File: config.mk
export PLATFORM = sky130hd
export DESIGN_NAME = mario_platform_scanner
export DESIGN_NICKNAME = d
export VERILOG_FILES = /design/src/rtl/mario_plat_pkg.sv /design/src/rtl/mario_plat_table.sv /design/src/rtl/mario_platform_scanner.sv
export SDC_FILE = /design/constraint.sdc
export NUM_CORES = 1
export LEC_CHECK = 0
export ABC_AREA = 0
export BUFFER_PORTS_ARGS = -buffer_cell sky130_fd_sc_hd__buf_2
export CAP_MARGIN = 20
export CORE_ASPECT_RATIO = 1.4
export CORE_MARGIN = 2
export CORE_UTILIZATION = 55
export CTS_BUF_LIST = sky130_fd_sc_hd__clkbuf_8
export CTS_CLUSTER_DIAMETER = 80
export CTS_CLUSTER_SIZE = 24
export DETAILED_ROUTE_END_ITERATION = 12
export PLACE_DENSITY = 0.73
export SYNTH_ARGS = -nofsm -noshare
export SYNTH_HDL_FRONTEND = slang
export SYNTH_HIERARCHICAL = 1
export SYNTH_SLANG_ARGS = --single-unit
export TNS_END_PERCENT = 5
File: constraint.sdc
create_clock -name clk -period 10.7 [get_ports clk]
set_input_delay 1.07 -clock clk [delete_from_list [all_inputs] [get_ports clk]]
set_output_delay 1.07 -clock clk [all_outputs]
set_load 0.01 [all_outputs]
File: src/rtl/mario_plat_pkg.sv
// rtl/mario_plat_pkg.sv - shared types and constants for the Mario platform scanner
package mario_plat_pkg;

    localparam int DEF_CW    = 10;
    localparam int DEF_SPR_W = 23;
    localparam int DEF_SPR_H = 29;

    // Sliced down to the hit_idx width by the user; the floor marker is always all-ones.
    localparam logic [31:0] FLOOR_IDX = 32'hFFFF_FFFF;

    typedef struct packed {
        logic              valid;
        logic [DEF_CW-1:0] left;
        logic [DEF_CW-1:0] right;
        logic [DEF_CW-1:0] top;
    } plat_t;

    typedef enum logic [1:0] {
        ST_IDLE = 2'd0,
        ST_SCAN = 2'd1,
        ST_DONE = 2'd2
    } state_t;

endpackage

File: src/rtl/mario_plat_table.sv
// rtl/mario_plat_table.sv - platform register file, one write port, combinational read
module mario_plat_table
    import mario_plat_pkg::*;
#(
    parameter int N_PLAT = 7,
    parameter int IW     = 3
) (
    input  logic          clk,
    input  logic          rst,
    input  logic          we,
    input  logic [IW-1:0] wr_idx,
    input  plat_t         wr_data,
    input  logic [IW-1:0] rd_idx,
    output plat_t         rd_data
);

    plat_t mem_q [N_PLAT];
    plat_t mem_d [N_PLAT];

    always_comb begin
        for (int i = 0; i < N_PLAT; i++) begin
            mem_d[i] = mem_q[i];
            if (we && (int'(wr_idx) == i)) begin
                mem_d[i] = wr_data;
            end
        end
    end

    always_ff @(posedge clk or posedge rst) begin
        if (rst) begin
            for (int i = 0; i < N_PLAT; i++) begin
                mem_q[i] <= '0;
            end
        end else begin
            for (int i = 0; i < N_PLAT; i++) begin
                mem_q[i] <= mem_d[i];
            end
        end
    end

    // Out-of-range indices read as an invalid entry.
    always_comb begin
        rd_data = '0;
        if (int'(rd_idx) < N_PLAT) begin
            rd_data = mem_q[rd_idx];
        end
    end

endmodule

File: src/rtl/mario_platform_scanner.sv
// rtl/mario_platform_scanner.sv - swept landing detector over a loadable platform table
// Optional ceiling bump detection is enabled with MARIO_PLAT_CEILING_EN.
module mario_platform_scanner
    import mario_plat_pkg::*;
#(
    parameter int N_PLAT  = 7,
    parameter int CW      = 10,
    parameter int SPR_W   = 23,
    parameter int SPR_H   = 29,
    parameter int FLOOR_Y = 440,
    parameter int BAR_H   = 8,
    localparam int IW     = (N_PLAT > 1) ? $clog2(N_PLAT) : 1,
    localparam int HW     = $clog2(N_PLAT) + 1
) (
    input  logic          clk,
    input  logic          rst,
    input  logic          plat_we,
    input  logic [IW-1:0] plat_idx,
    input  logic [CW-1:0] plat_left,
    input  logic [CW-1:0] plat_right,
    input  logic [CW-1:0] plat_top,
    input  logic          plat_valid,
    input  logic          start,
    input  logic [CW-1:0] mario_x,
    input  logic [CW-1:0] mario_y,
    input  logic [CW-1:0] prev_y,
    output logic          busy,
    output logic          done,
    output logic          ground,
    output logic [CW-1:0] land_y,
    output logic [HW-1:0] hit_idx,
    output logic          bump,
    output logic [CW-1:0] bump_y
);

    localparam logic [CW:0]   SPR_W_E   = (CW+1)'(SPR_W);
    localparam logic [CW:0]   SPR_H_E   = (CW+1)'(SPR_H);
    localparam logic [CW:0]   FLOOR_Y_E = (CW+1)'(FLOOR_Y);
    localparam logic [CW:0]   FLOOR_LND = (FLOOR_Y_E >= SPR_H_E) ? (FLOOR_Y_E - SPR_H_E) : '0;
    localparam logic [IW-1:0] LAST_IDX  = IW'(N_PLAT - 1);

    state_t        state_q, state_d;
    logic [IW-1:0] idx_q, idx_d;
    logic [CW-1:0] x_q, x_d, y_q, y_d, py_q, py_d;
    logic          best_hit_q, best_hit_d;
    logic [CW-1:0] best_top_q, best_top_d;
    logic [IW-1:0] best_idx_q, best_idx_d;
    logic          bmp_hit_q, bmp_hit_d;
    logic [CW:0]   bmp_und_q, bmp_und_d;
    logic          done_q, done_d, ground_q, ground_d, bump_q, bump_d;
    logic [CW-1:0] land_y_q, land_y_d, bump_y_q, bump_y_d;
    logic [HW-1:0] hit_idx_q, hit_idx_d;

    logic          tbl_we;
    plat_t         wr_ent, ent;
    logic [CW:0]   e_left, e_right, e_top, right_e, prev_bot, cur_bot;
    logic          x_ovl, ent_hit, nb_hit, nb_bmp;
    logic [CW-1:0] nb_top;
    logic [IW-1:0] nb_idx;
    logic [CW:0]   nb_und, und;

    assign wr_ent = '{valid: plat_valid, left: DEF_CW'(plat_left),
                      right: DEF_CW'(plat_right), top: DEF_CW'(plat_top)};

    mario_plat_table #(.N_PLAT(N_PLAT), .IW(IW)) u_table (
        .clk     (clk),
        .rst     (rst),
        .we      (tbl_we),
        .wr_idx  (plat_idx),
        .wr_data (wr_ent),
        .rd_idx  (idx_q),
        .rd_data (ent)
    );

    // Edges are widened by one bit so sprite offsets never wrap.
    always_comb begin
        e_left   = {1'b0, CW'(ent.left)};
        e_right  = {1'b0, CW'(ent.right)};
        e_top    = {1'b0, CW'(ent.top)};
        right_e  = {1'b0, x_q} + SPR_W_E;
        prev_bot = {1'b0, py_q} + SPR_H_E;
        cur_bot  = {1'b0, y_q} + SPR_H_E;
        und      = e_top + (CW+1)'(BAR_H);
        x_ovl    = (e_left <= right_e) && (e_right >= {1'b0, x_q});
        ent_hit  = ent.valid && x_ovl && (prev_bot <= e_top) && (e_top <= cur_bot);

        nb_hit = best_hit_q;
        nb_top = best_top_q;
        nb_idx = best_idx_q;
        if (ent_hit && (!best_hit_q || (CW'(ent.top) < best_top_q))) begin
            nb_hit = 1'b1;
            nb_top = CW'(ent.top);
            nb_idx = idx_q;
        end

        nb_bmp = bmp_hit_q;
        nb_und = bmp_und_q;
`ifdef MARIO_PLAT_CEILING_EN
        if (ent.valid && x_ovl && ({1'b0, py_q} >= und) && ({1'b0, y_q} < und) &&
            (!bmp_hit_q || (und > bmp_und_q))) begin
            nb_bmp = 1'b1;
            nb_und = und;
        end
`endif
    end

    always_comb begin
        state_d    = state_q;
        idx_d      = idx_q;
        x_d        = x_q;
        y_d        = y_q;
        py_d       = py_q;
        best_hit_d = best_hit_q;
        best_top_d = best_top_q;
        best_idx_d = best_idx_q;
        bmp_hit_d  = bmp_hit_q;
        bmp_und_d  = bmp_und_q;
        ground_d   = ground_q;
        land_y_d   = land_y_q;
        hit_idx_d  = hit_idx_q;
        bump_d     = bump_q;
        bump_y_d   = bump_y_q;
        done_d     = 1'b0;
        tbl_we     = 1'b0;
        case (state_q)
            ST_IDLE: begin
                tbl_we = plat_we;
                if (start) begin
                    x_d        = mario_x;
                    y_d        = mario_y;
                    py_d       = prev_y;
                    best_hit_d = 1'b0;
                    best_top_d = '0;
                    best_idx_d = '0;
                    bmp_hit_d  = 1'b0;
                    bmp_und_d  = '0;
                    idx_d      = '0;
                    state_d    = ST_SCAN;
                end
            end
            ST_SCAN: begin
                best_hit_d = nb_hit;
                best_top_d = nb_top;
                best_idx_d = nb_idx;
                bmp_hit_d  = nb_bmp;
                bmp_und_d  = nb_und;
                idx_d      = idx_q + IW'(1);
                // Results are registered on the last entry so they appear with done.
                if (idx_q == LAST_IDX) begin
                    state_d  = ST_DONE;
                    done_d   = 1'b1;
                    bump_d   = nb_bmp;
                    bump_y_d = nb_bmp ? nb_und[CW-1:0] : '0;
                    if (nb_hit) begin
                        ground_d  = 1'b1;
                        land_y_d  = (nb_top >= SPR_H_E[CW-1:0]) ? (nb_top - SPR_H_E[CW-1:0]) : '0;
                        hit_idx_d = HW'(nb_idx);
                    end else if (cur_bot >= FLOOR_Y_E) begin
                        ground_d  = 1'b1;
                        land_y_d  = FLOOR_LND[CW-1:0];
                        hit_idx_d = FLOOR_IDX[HW-1:0];
                    end else begin
                        ground_d  = 1'b0;
                        land_y_d  = y_q;
                        hit_idx_d = '0;
                    end
                end
            end
            ST_DONE: state_d = ST_IDLE;
            default: state_d = ST_IDLE;
        endcase
    end

    always_ff @(posedge clk or posedge rst) begin
        if (rst) begin
            state_q    <= ST_IDLE;
            idx_q      <= '0;
            x_q        <= '0;
            y_q        <= '0;
            py_q       <= '0;
            best_hit_q <= 1'b0;
            best_top_q <= '0;
            best_idx_q <= '0;
            bmp_hit_q  <= 1'b0;
            bmp_und_q  <= '0;
            done_q     <= 1'b0;
            ground_q   <= 1'b0;
            land_y_q   <= '0;
            hit_idx_q  <= '0;
            bump_q     <= 1'b0;
            bump_y_q   <= '0;
        end else begin
            state_q    <= state_d;
            idx_q      <= idx_d;
            x_q        <= x_d;
            y_q        <= y_d;
            py_q       <= py_d;
            best_hit_q <= best_hit_d;
            best_top_q <= best_top_d;
            best_idx_q <= best_idx_d;
            bmp_hit_q  <= bmp_hit_d;
            bmp_und_q  <= bmp_und_d;
            done_q     <= done_d;
            ground_q   <= ground_d;
            land_y_q   <= land_y_d;
            hit_idx_q  <= hit_idx_d;
            bump_q     <= bump_d;
            bump_y_q   <= bump_y_d;
        end
    end

    assign busy    = (state_q != ST_IDLE);
    assign done    = done_q;
    assign ground  = ground_q;
    assign land_y  = land_y_q;
    assign hit_idx = hit_idx_q;
    assign bump    = bump_q;
    assign bump_y  = bump_y_q;

endmodule
==> results.sh <==
export IMPL_die_h_um=199
export IMPL_rsz0062_at_grt="false"
export IMPL_ys_ff_latch=282
export IMPL_grt_pass1_vias=10001
export IMPL_p_switching_uw=2180
export IMPL_ys_seq_area_frac=0.475
export IMPL_grt_start_max_net_pins=136
export IMPL_grt_pass1_wl_um=53800
export IMPL_seqPwrFrac=0.365
export IMPL_io_pins=96
export IMPL_p_total_uw=5230
export IMPL_clk_pin_slew_ns=0.13
export IMPL_nFillCells=2217
export IMPL_post_cts_buffers=0
export IMPL_max_stage_delay_ns=0.98
export IMPL_synth_top_area_share=0.475
export IMPL_finalWorstSetupSlack_ns=3.89
export IMPL_place_gp_congestion=0.932
export IMPL_die_area_sq_um=28400
export IMPL_cp_slowest_cell="dfrtp_4"
export IMPL_final_hold_worst_slack_ns=0.471
export IMPL_min_path_cells=2
export IMPL_status="finished, final reports clean"
export IMPL_critPathMaxFanout=54
export IMPL_switching_share=0.417
export IMPL_crit_path_start_kind="register"
export IMPL_dpl_cell_count=1651
export IMPL_maxCapViolations=0
export IMPL_detail_route_wl_per_cell_um=20.2
export IMPL_crit_type="reg2reg"
export IMPL_drt_iter0_markers=458
export IMPL_crit_buf_inv=2
export IMPL_final_nets=1430
export IMPL_core_sq_um=26700
export IMPL_clock_sinks=282
export IMPL_drive_gt1_frac=0.322
export IMPL_totalWireLength_um=33900
export IMPL_clock_skew_ns=0.0147
export IMPL_die_w_um=143
export IMPL_p_int_uw=3050
export IMPL_finalNonFillerCells=1678
export IMPL_post_route_period_util=0.636
export IMPL_crit_family="compound AO/OA/AOI/OAI gates"
export IMPL_hpwl_um=22700
export IMPL_crit_chain="buf_4, mux2i_1, or2_2, a31oi_1, inv_1, ha_1, nand2_1, o21ai_0, a32o_1, o211ai_1, nand4_4, nor2_1, a21oi_1, ha_1, a21boi_0, o211a_1, mux2i_2, nand3_2, o211ai_1"
export IMPL_cp_data_required_time_ns=11.17
export IMPL_p_per_area_nw_per_um2=328
export IMPL_portBuffers=84
export IMPL_synth_area_top_cells="dfrtp_1, mux2_2, mux2i_1"
export IMPL_cts_resized=0
export IMPL_async_flop_share=1.00
export IMPL_htreeDepth=1
export IMPL_worstMarginPinSlew_ns=1.04
export IMPL_via_count=9826
export IMPL_hold_viol=0
export IMPL_rows=71
export IMPL_p_leak_uw=0.00740
export IMPL_cp_depth=19
export IMPL_grt_use_total=0.241
export IMPL_fmax_mhz=147
export IMPL_regArea_sq_um=7060
export IMPL_r2r_cells=19
export IMPL_finalSetupViolCount=0
export IMPL_clock_path_buffers=3
export IMPL_drc=0
export IMPL_synthDistinctLibCells=66
export IMPL_vias_per_cell=5.86
export IMPL_clockRootBuffer="clkbuf_8"
export IMPL_combPwrFrac=0.533
export IMPL_dominantRegCellSynth="dfrtp_1"
export IMPL_syn_inst=1251
export IMPL_clock_latency_ns=0.55
export IMPL_period_needed_ns=6.81
export IMPL_vdd_drop_max_mv=0.183
export IMPL_yosysWarnings=6
export IMPL_ant_nets=0
export IMPL_cts_made_buffers=16
export IMPL_max_slew_margin=0.304
export IMPL_cts_tree="built"
export IMPL_multi_input_comb_area_sq_um=7330
export IMPL_dpl_worst_slack_ns=3.97
export IMPL_min_path_type="reg2reg"
export IMPL_synthesis_area_sq_um=14900
export IMPL_worstPathArrival_ns=7.28
export IMPL_timing_final_max_slew_violations=0
export IMPL_avgSynthCellArea_sq_um=11.9
export IMPL_start_util=0.556
export IMPL_overflow=0
export IMPL_synth_edf_count=0
export IMPL_p_clk_frac=0.102
export IMPL_yosys_area_top_type="dfrtp_1"
export IMPL_first_pass_iters=5
export IMPL_antenna_found_initial=5
export IMPL_hold_buffers=0
export IMPL_syn_to_final_growth_pct=7.21
export IMPL_setup_tns_ns=0
export IMPL_end_kind="register"
[layout by cell type, fill, tap and decap left out, types with 5 or more instances in the layout]
| master | instances |
|---|---|
| dfrtp_1 | 281 |
| mux2_2 | 241 |
| mux2i_1 | 100 |
| nand2_1 | 91 |
| buf_2 | 84 |
| ha_1 | 56 |
| inv_1 | 41 |
| a22o_1 | 37 |
| a31oi_1 | 34 |
| nor2_1 | 33 |
| or2_2 | 33 |
| xnor2_1 | 28 |
| a21oi_1 | 24 |
| o21ai_0 | 22 |
| nand3_1 | 19 |
| buf_4 | 18 |
| clkbuf_8 | 17 |
| nor3_1 | 13 |
| conb_1 | 11 |
| xor2_1 | 10 |
| o211ai_1 | 10 |
| a21o_1 | 9 |
| a211oi_1 | 7 |
| nand4_1 | 7 |
| nor4_1 | 7 |
| mux2_1 | 6 |
| nand2b_1 | 5 |
[cell type report]
| cell class | count | share of cell area |
|---|---|---|
| antenna | 2 | 0.000314 |
| clock buffer | 17 | 0.0147 |
| clock inverter | 6 | 0.00573 |
| inverter | 42 | 0.0104 |
| multi-input combinational | 860 | 0.460 |
| sequential | 282 | 0.443 |
| tap | 365 | 0.0287 |
| timing repair buffer | 104 | 0.0374 |
[power groups by stage]
stage | combinational [uW] | clock, uW | sequential (uW)
global route | 3080 | 590 | 1970
CTS | 2780 | 551 | 1910
floorplan | 2160 | 0 | 1780
finish | 2790 | 533 | 1910
detailed placement | 2770 | 0 | 1940
global placement | 2710 | 0 | 1910
[cells by family after synthesis]
family          share of synthesized area
xor+xnor                           0.0224
compound gates                     0.0831
other cells                      0.000252
flops                               0.475
buf+inv                            0.0370
mux                                 0.255
simple gates                       0.0800
fa+ha+maj                          0.0471
[per-layer routing]
layer / vias to the layer above / global-route usage / share of wire
met5: - / 0 / 0.0010
li1: 4567 / - / -
met3: 85 / 0.0303 / 0.040
met2: 229 / 0.432 / 0.52
met4: 6 / 0.0942 / 0.037
met1: 4939 / 0.292 / 0.40
[cells in the mapped netlist, types with 24 or more instances]
master	instances
a21oi_1	24
a22o_1	37
a31oi_1	34
buf_2	29
clkbuf_1	30
dfrtp_1	282
ha_1	56
inv_1	42
mux2_2	241
mux2i_1	100
nand2_1	92
nor2_1	34
or2_2	33
xnor2_1	28
[per-stage QoR]
step	cell area, sq um	utilization
after CTS	15900	0.594
after floorplan	14900	-
final	15900	0.596
after global placement	15600	0.582
after detailed placement	15600	0.582
after global routing	15900	0.596
[worst paths after layout]
| path | from | endpoint | slack, ns |
|---|---|---|---|
| worst max-delay path | idx_q[1]$_DFFE_PP0P_ | land_y[6]$_DFFE_PP0P_ | 3.89 |
| worst min-delay path | hit_idx[3]$_DFFE_PP0P_ | hit_idx[3]$_DFFE_PP0P_ | 0.47 |
| worst max register to register | idx_q[1]$_DFFE_PP0P_ | land_y[6]$_DFFE_PP0P_ | 3.89 |
| worst min register to register | hit_idx[3]$_DFFE_PP0P_ | hit_idx[3]$_DFFE_PP0P_ | 0.47 |
| max in group asynchronous | rst | u_table/mem_q[147]$_DFFE_PP0P_ | 8.88 |
| min in group asynchronous | rst | u_table/mem_q[105]$_DFFE_PP0P_ | 0.66 |
[state kept, by name, indices dropped and copies added (netlist names)]
name,cells
u_table/mem_q,217
best_top_q,10
land_y,10
py_q,10
x_q,10
y_q,10
hit_idx,4
best_idx_q,3
idx_q,3
state_q,2
best_hit_q,1
done,1
ground,1
[worst reg2reg max path: cells and delay by family, from the launching register on]
kind | cells | cell delay, ns
buf+inv | 2 | 1.18
fa+ha+maj | 2 | 0.66
flops | 1 | 0.98
compound gates | 8 | 2.12
simple gates | 5 | 1.26
mux | 2 | 0.54
Power figures use the tool's default switching activity.
